File: config.mk
export PLATFORM = sky130hd
export DESIGN_NAME = sparse_weight_encoder
export DESIGN_NICKNAME = d
export VERILOG_FILES = /design/src/rtl/sparse_weight_encoder.sv
export SDC_FILE = /design/constraint.sdc
export NUM_CORES = 1
export LEC_CHECK = 0
export CAP_MARGIN = 15
export CORE_AREA = 2 2 278 280
export CTS_BUF_LIST = sky130_fd_sc_hd__clkbuf_16
export CTS_CLUSTER_SIZE = 14
export DETAILED_ROUTE_END_ITERATION = 7
export DIE_AREA = 0 0 280 282
export PLACE_DENSITY = 0.67
export SLEW_MARGIN = 20
export SYNTH_ARGS = -nofsm -noshare
export SYNTH_HDL_FRONTEND = slang
export SYNTH_SLANG_ARGS = --single-unit
File: constraint.sdc
create_clock -name clk -period 21.3 [get_ports clk]
set_input_delay 3.195 -clock clk [delete_from_list [all_inputs] [get_ports clk]]
set_output_delay 3.195 -clock clk [all_outputs]
set_load 0.005 [all_outputs]
File: src/rtl/sparse_weight_encoder.sv
// Sparse weight encoder: compresses a raster-ordered dense KxK kernel into
// packed nonzero values, row indices, column indices and a nonzero count.
// The result is held stable until the consumer acknowledges it.
module sparse_weight_encoder #(
    parameter int WORD_LENGTH = 8,
    parameter int KERNEL_SIZE = 5,
    parameter int MAX_NNZ     = 28,
    parameter int CNT_WIDTH   = 16
) (
    input  logic                           clk,
    input  logic                           rst,
    input  logic                           clear,
    input  logic                           w_in_valid,
    input  logic [WORD_LENGTH-1:0]         w_in,
    output logic                           w_in_ready,
    output logic                           enc_valid,
    input  logic                           enc_ack,
    output logic [MAX_NNZ*WORD_LENGTH-1:0] value_packed,
    output logic [MAX_NNZ*WORD_LENGTH-1:0] rows_packed,
    output logic [MAX_NNZ*WORD_LENGTH-1:0] cols_packed,
    output logic [CNT_WIDTH-1:0]           valid_num,
    output logic                           overflow
);

    typedef enum logic {
        COLLECT = 1'b0,
        DONE    = 1'b1
    } state_e;

    localparam int                     PW      = MAX_NNZ * WORD_LENGTH;
    localparam logic [WORD_LENGTH-1:0] K_LAST  = WORD_LENGTH'(KERNEL_SIZE - 1);
    localparam logic [CNT_WIDTH-1:0]   CNT_MAX = CNT_WIDTH'(MAX_NNZ);

    state_e                 state_q, state_d;
    logic [WORD_LENGTH-1:0] row_q, row_d;
    logic [WORD_LENGTH-1:0] col_q, col_d;
    logic [CNT_WIDTH-1:0]   cnt_q, cnt_d;
    logic [PW-1:0]          value_q, value_d;
    logic [PW-1:0]          rows_q, rows_d;
    logic [PW-1:0]          cols_q, cols_d;
    logic                   overflow_q, overflow_d;
    logic                   accept;
    logic                   last_pos;

    assign accept   = w_in_valid && w_in_ready;
    assign last_pos = (row_q == K_LAST) && (col_q == K_LAST);

    // State register.
    always_ff @(posedge clk or posedge rst) begin
        // NOTE: sequential state uses non-blocking assignments so every register
        // samples its _d value from before the edge, independent of block order.
        if (rst) begin
            state_q <= COLLECT;
        end else begin
            state_q <= state_d;
        end
    end

    // Next state: finish on the last raster position, return to COLLECT on ack or clear.
    always_comb begin
        // NOTE: defaulting state_d first means no path leaves it unassigned,
        // so no latch is inferred.
        state_d = state_q;
        if (clear) begin
            state_d = COLLECT;
        end else begin
            case (state_q)
                COLLECT: if (accept && last_pos) state_d = DONE;
                DONE:    if (enc_ack)            state_d = COLLECT;
                default:                         state_d = COLLECT;
            endcase
        end
    end

    // Handshake outputs decoded purely from the current state.
    always_comb begin
        w_in_ready = (state_q == COLLECT);
        enc_valid  = (state_q == DONE);
    end

    // Datapath next state: position counters, slot writes, count and overflow.
    always_comb begin
        row_d      = row_q;
        col_d      = col_q;
        cnt_d      = cnt_q;
        value_d    = value_q;
        rows_d     = rows_q;
        cols_d     = cols_q;
        overflow_d = overflow_q;
        if (clear || (enc_valid && enc_ack)) begin
            row_d      = '0;
            col_d      = '0;
            cnt_d      = '0;
            value_d    = '0;
            rows_d     = '0;
            cols_d     = '0;
            overflow_d = 1'b0;
        end else if (accept) begin
            if (col_q == K_LAST) begin
                col_d = '0;
                row_d = row_q + WORD_LENGTH'(1);
            end else begin
                col_d = col_q + WORD_LENGTH'(1);
            end
            if (w_in != '0) begin
                if (cnt_q < CNT_MAX) begin
                    for (int i = 0; i < MAX_NNZ; i++) begin
                        if (CNT_WIDTH'(i) == cnt_q) begin
                            value_d[WORD_LENGTH*i +: WORD_LENGTH] = w_in;
                            rows_d[WORD_LENGTH*i +: WORD_LENGTH]  = row_q;
                            cols_d[WORD_LENGTH*i +: WORD_LENGTH]  = col_q;
                        end
                    end
                    cnt_d = cnt_q + CNT_WIDTH'(1);
                end else begin
                    overflow_d = 1'b1;
                end
            end
        end
    end

    // Datapath registers.
    always_ff @(posedge clk or posedge rst) begin
        // NOTE: the slot storage drives the outputs directly and must read as zero
        // after reset, so unlike a RAM array it is reset along with the counters.
        if (rst) begin
            row_q      <= '0;
            col_q      <= '0;
            cnt_q      <= '0;
            value_q    <= '0;
            rows_q     <= '0;
            cols_q     <= '0;
            overflow_q <= 1'b0;
        end else begin
            row_q      <= row_d;
            col_q      <= col_d;
            cnt_q      <= cnt_d;
            value_q    <= value_d;
            rows_q     <= rows_d;
            cols_q     <= cols_d;
            overflow_q <= overflow_d;
        end
    end

    assign value_packed = value_q;
    assign rows_packed  = rows_q;
    assign cols_packed  = cols_q;
    assign valid_num    = cnt_q;
    assign overflow     = overflow_q;

endmodule

==> flow_summary.json <==
{
  "wl_met2_mm": 51.2,
  "holdPathStages": 1,
  "synth_ff_type": "dfrtp_1",
  "synth_area_leaders": "dfrtp_1 (59%), mux2i_1 (20%), nand2_1 (7.9%)",
  "report.final.slew_viol_count": 0,
  "dp_hpwl_mm": 70.9,
  "area_growth_pct": 33.6,
  "place_area_sq_mm": 0.0375,
  "ff2ff_setup_slack_ps": 17630,
  "yosysWarnings": 0,
  "instances_no_fill": 4201,
  "rr_startpoint": "enc_valid$_DFF_PP0_",
  "cts_tree": "yes",
  "critPathCaptureType": "register",
  "synth-async-reset-ratio_pct": 100,
  "crit_family": "buffers and inverters",
  "yosysSeqAreaShare_pct": 58.8,
  "slowest_stage": "buf_4",
  "clock_latency_ps": 630,
  "multiInputGateArea_sq_mm": 0.0111,
  "power_density_mw_per_mm2": 70.5,
  "yosysUniqueCellTypes": 48,
  "syn_nets": 2578,
  "htreeDepth": 3,
  "cts-resized-gates": 0,
  "ir_worst_vdd_mv": 0.0487,
  "hold_slack_ps": 495,
  "ant_nets": 0,
  "gr-usage-all-layers_pct": 26.6,
  "setup_tns_ps": 0,
  "nets": 3180,
  "synth.avg_cell_area_sq_um": 11.7,
  "fmax_ghz": 0.161,
  "combPwrFrac_pct": 4.0,
  "power_switching_mw": 0.660,
  "power_frac_seq_pct": 47.7,
  "grt_max_degree": 246,
  "drtIter0Drc": 1867,
  "setup_violations": 0,
  "synth_edf_count": 0,
  "synth_top_area_share_pct": 58.8,
  "vias": 22542,
  "cts_buffers": 78,
  "min_from": "overflow$_DFFE_PP0P_",
  "worstPathRequired_ps": 21820,
  "viasPerCell": 5.37,
  "r2r_end": "rows_packed[71]$_DFFE_PP0P_",
  "ys_ff_latch": 706,
  "power.leakage_nw": 19.8,
  "holdPathEnd": "overflow$_DFFE_PP0P_",
  "synth_largest_area_cell": "dfrtp_1",
  "grt_pass1_vias": 22958,
  "num_rows": 101,
  "drive_gt1_share_pct": 6.67,
  "clkPwrFrac_pct": 48.3,
  "gp_congestion": 0.836,
  "dieArea_sq_mm": 0.0790,
  "crit_chain": "clkdlybuf4s50_1 -> a21oi_4 -> buf_12 -> buf_16 -> buf_4 -> nand2_1 -> mux2i_1",
  "finalPower_mw": 2.83,
  "antenna_found_initial": 3,
  "r2r_cells": 6,
  "start_util_pct": 39.7,
  "root_buffer": "clkbuf_16",
  "fin_area_sq_mm": 0.0401,
  "die_y_microns": 282,
  "postCtsSetupRepairBufs": 0,
  "slew-limit-headroom_pct": 22.3,
  "route.met3.wl_mm": 7.74,
  "crit_arrival_ps": 6730,
  "period_needed_ps": 6200,
  "finalHoldViolations": 0,
  "die_x_microns": 280,
  "drc": 0,
  "fillCellCount": 6506,
  "highest-signal-layer": "met4",
  "worstHoldPathType": "reg2reg",
  "avgRoutedWirePerCell_microns": 25.5,
  "swShare_pct": 23.3,
  "port_buffers": 703,
  "seqCellArea_sq_mm": 0.0177,
  "fin_util_pct": 53.0,
  "routed_wl_mm": 107,
  "cp_slowest_stage_delay_ps": 870,
  "hold_buffers": 0,
  "syn-instance-count": 2557,
  "critPathKind": "in2reg",
  "min_period_over_period_pct": 29.1,
  "io_pins": 704,
  "status": "complete, no violations",
  "placed_cells": 4056,
  "fin_ws_ps": 15100,
  "dr.pass1.iters": 6,
  "clk_path_buf_depth": 3,
  "post-place-ws_ps": 14290,
  "skew_ps": 22.5,
  "path_buf_inv": 4,
  "wl_met1_mm": 42.7,
  "drv_cap": 0,
  "clk_pin_slew_ps": 60,
  "clock_sinks": 706,
  "syn_area_sq_mm": 0.0300,
  "crit_fanout": 178,
  "rsz0062_at_grt": "no",
  "internal-power_mw": 2.17,
  "grt_pass1_wl_mm": 155,
  "grt_overflow": 0,
  "cp-start-kind": "primary input",
  "core_area_sq_mm": 0.0757,
  "worst_pin_slew_ps": 1150
}
[Yosys cell counts, types with 7 or more instances]
cell	n
and2_1	16
nand2_1	633
dfrtp_1	706
o21ai_0	79
nor2_1	12
inv_1	11
a21oi_1	81
buf_8	30
mux2i_1	603
nor2b_1	7
o2111ai_4	20
nand4_1	9
nand3_1	77
clkbuf_1	168
buf_4	20
xor2_1	7
ha_1	8
buf_2	11
[layer usage]
layer	track usage, %	vias up
met4	13.2	0
met5	0	-
met2	43.3	934
met1	33.3	11541
li1	-	9838
met3	6.12	229
[worst max-delay path by stage]
stage	from	endpoint	slack, ps	cells after the start
floorplan	rst	col_q[0]$_DFFE_PP0P_	8440	1
global placement	rst	cols_packed[124]$_DFFE_PP0P_	14420	5
detailed placement	rst	value_packed[160]$_DFFE_PP0P_	14290	5
CTS	rst	cols_packed[120]$_DFFE_PP0P_	14960	5
global route	rst	cols_packed[120]$_DFFE_PP0P_	14870	5
finish	enc_ack	rows_packed[71]$_DFFE_PP0P_	15100	7
[final cells by class]
cell class	instances	area share (%)
Antenna cell	1	0.00624
Sequential cell	706	44.1
Clock buffer	79	4.93
Tap cell	978	3.05
Timing Repair Buffer	760	18.8
Clock inverter	64	1.49
Inverter	11	0.112
Multi-Input combinational cell	1602	27.6
[power by group through the flow]
stage / combinational, mW / sequential (mW) / clock [mW]
global route: 0.122 / 1.35 / 1.45
global placement: 0.110 / 1.37 / 0
floorplan: 0.0727 / 1.37 / 0
detailed placement: 0.114 / 1.37 / 0
CTS: 0.114 / 1.35 / 1.39
finish: 0.113 / 1.35 / 1.37
[cell families after synthesis]
kind of cell	after synthesis	synth area share, %
adders and majority gates	8	0.333
xor gates and xnor gates	8	0.233
DFF	706	58.8
and+or+nand+nor	778	10.6
AOI/OAI and AO/OA	204	5.16
muxes	604	20.1
buffers and inverters	249	4.69
[registers in the layout, summed over array words and instances, names as in the netlist]
| signal | cells |
|---|---|
| cols_packed | 224 |
| rows_packed | 224 |
| value_packed | 224 |
| valid_num | 16 |
| col_q | 8 |
| row_q | 8 |
| enc_valid | 1 |
| overflow | 1 |
[layout by cell type, fill, tap and decap left out, types with 3 or more instances in the layout]
| cell type | synthesis | layout |
|---|---|---|
| a211oi_4 | 0 | 4 |
| a21oi_1 | 81 | 80 |
| and2_1 | 16 | 16 |
| and3_1 | 4 | 3 |
| buf_12 | 1 | 3 |
| buf_4 | 20 | 50 |
| buf_6 | 4 | 3 |
| bufinv_16 | 0 | 10 |
| clkbuf_16 | 0 | 79 |
| clkdlybuf4s50_1 | 0 | 703 |
| clkinv_1 | 0 | 16 |
| clkinv_2 | 0 | 12 |
| clkinvlp_4 | 0 | 3 |
| dfrtp_1 | 706 | 706 |
| ha_1 | 8 | 8 |
| inv_1 | 11 | 27 |
| mux2i_1 | 603 | 603 |
| nand2_1 | 633 | 619 |
| nand2_2 | 0 | 14 |
| nand2b_1 | 3 | 3 |
| nand3_1 | 77 | 76 |
| nand4_1 | 9 | 9 |
| nor2_1 | 12 | 12 |
| nor2b_1 | 7 | 7 |
| o2111a_1 | 3 | 3 |
| o2111ai_1 | 6 | 6 |
| o2111ai_4 | 20 | 20 |
| o21a_1 | 4 | 3 |
| o21ai_0 | 79 | 79 |
| xor2_1 | 7 | 7 |
(Power assumes the default switching activity.)
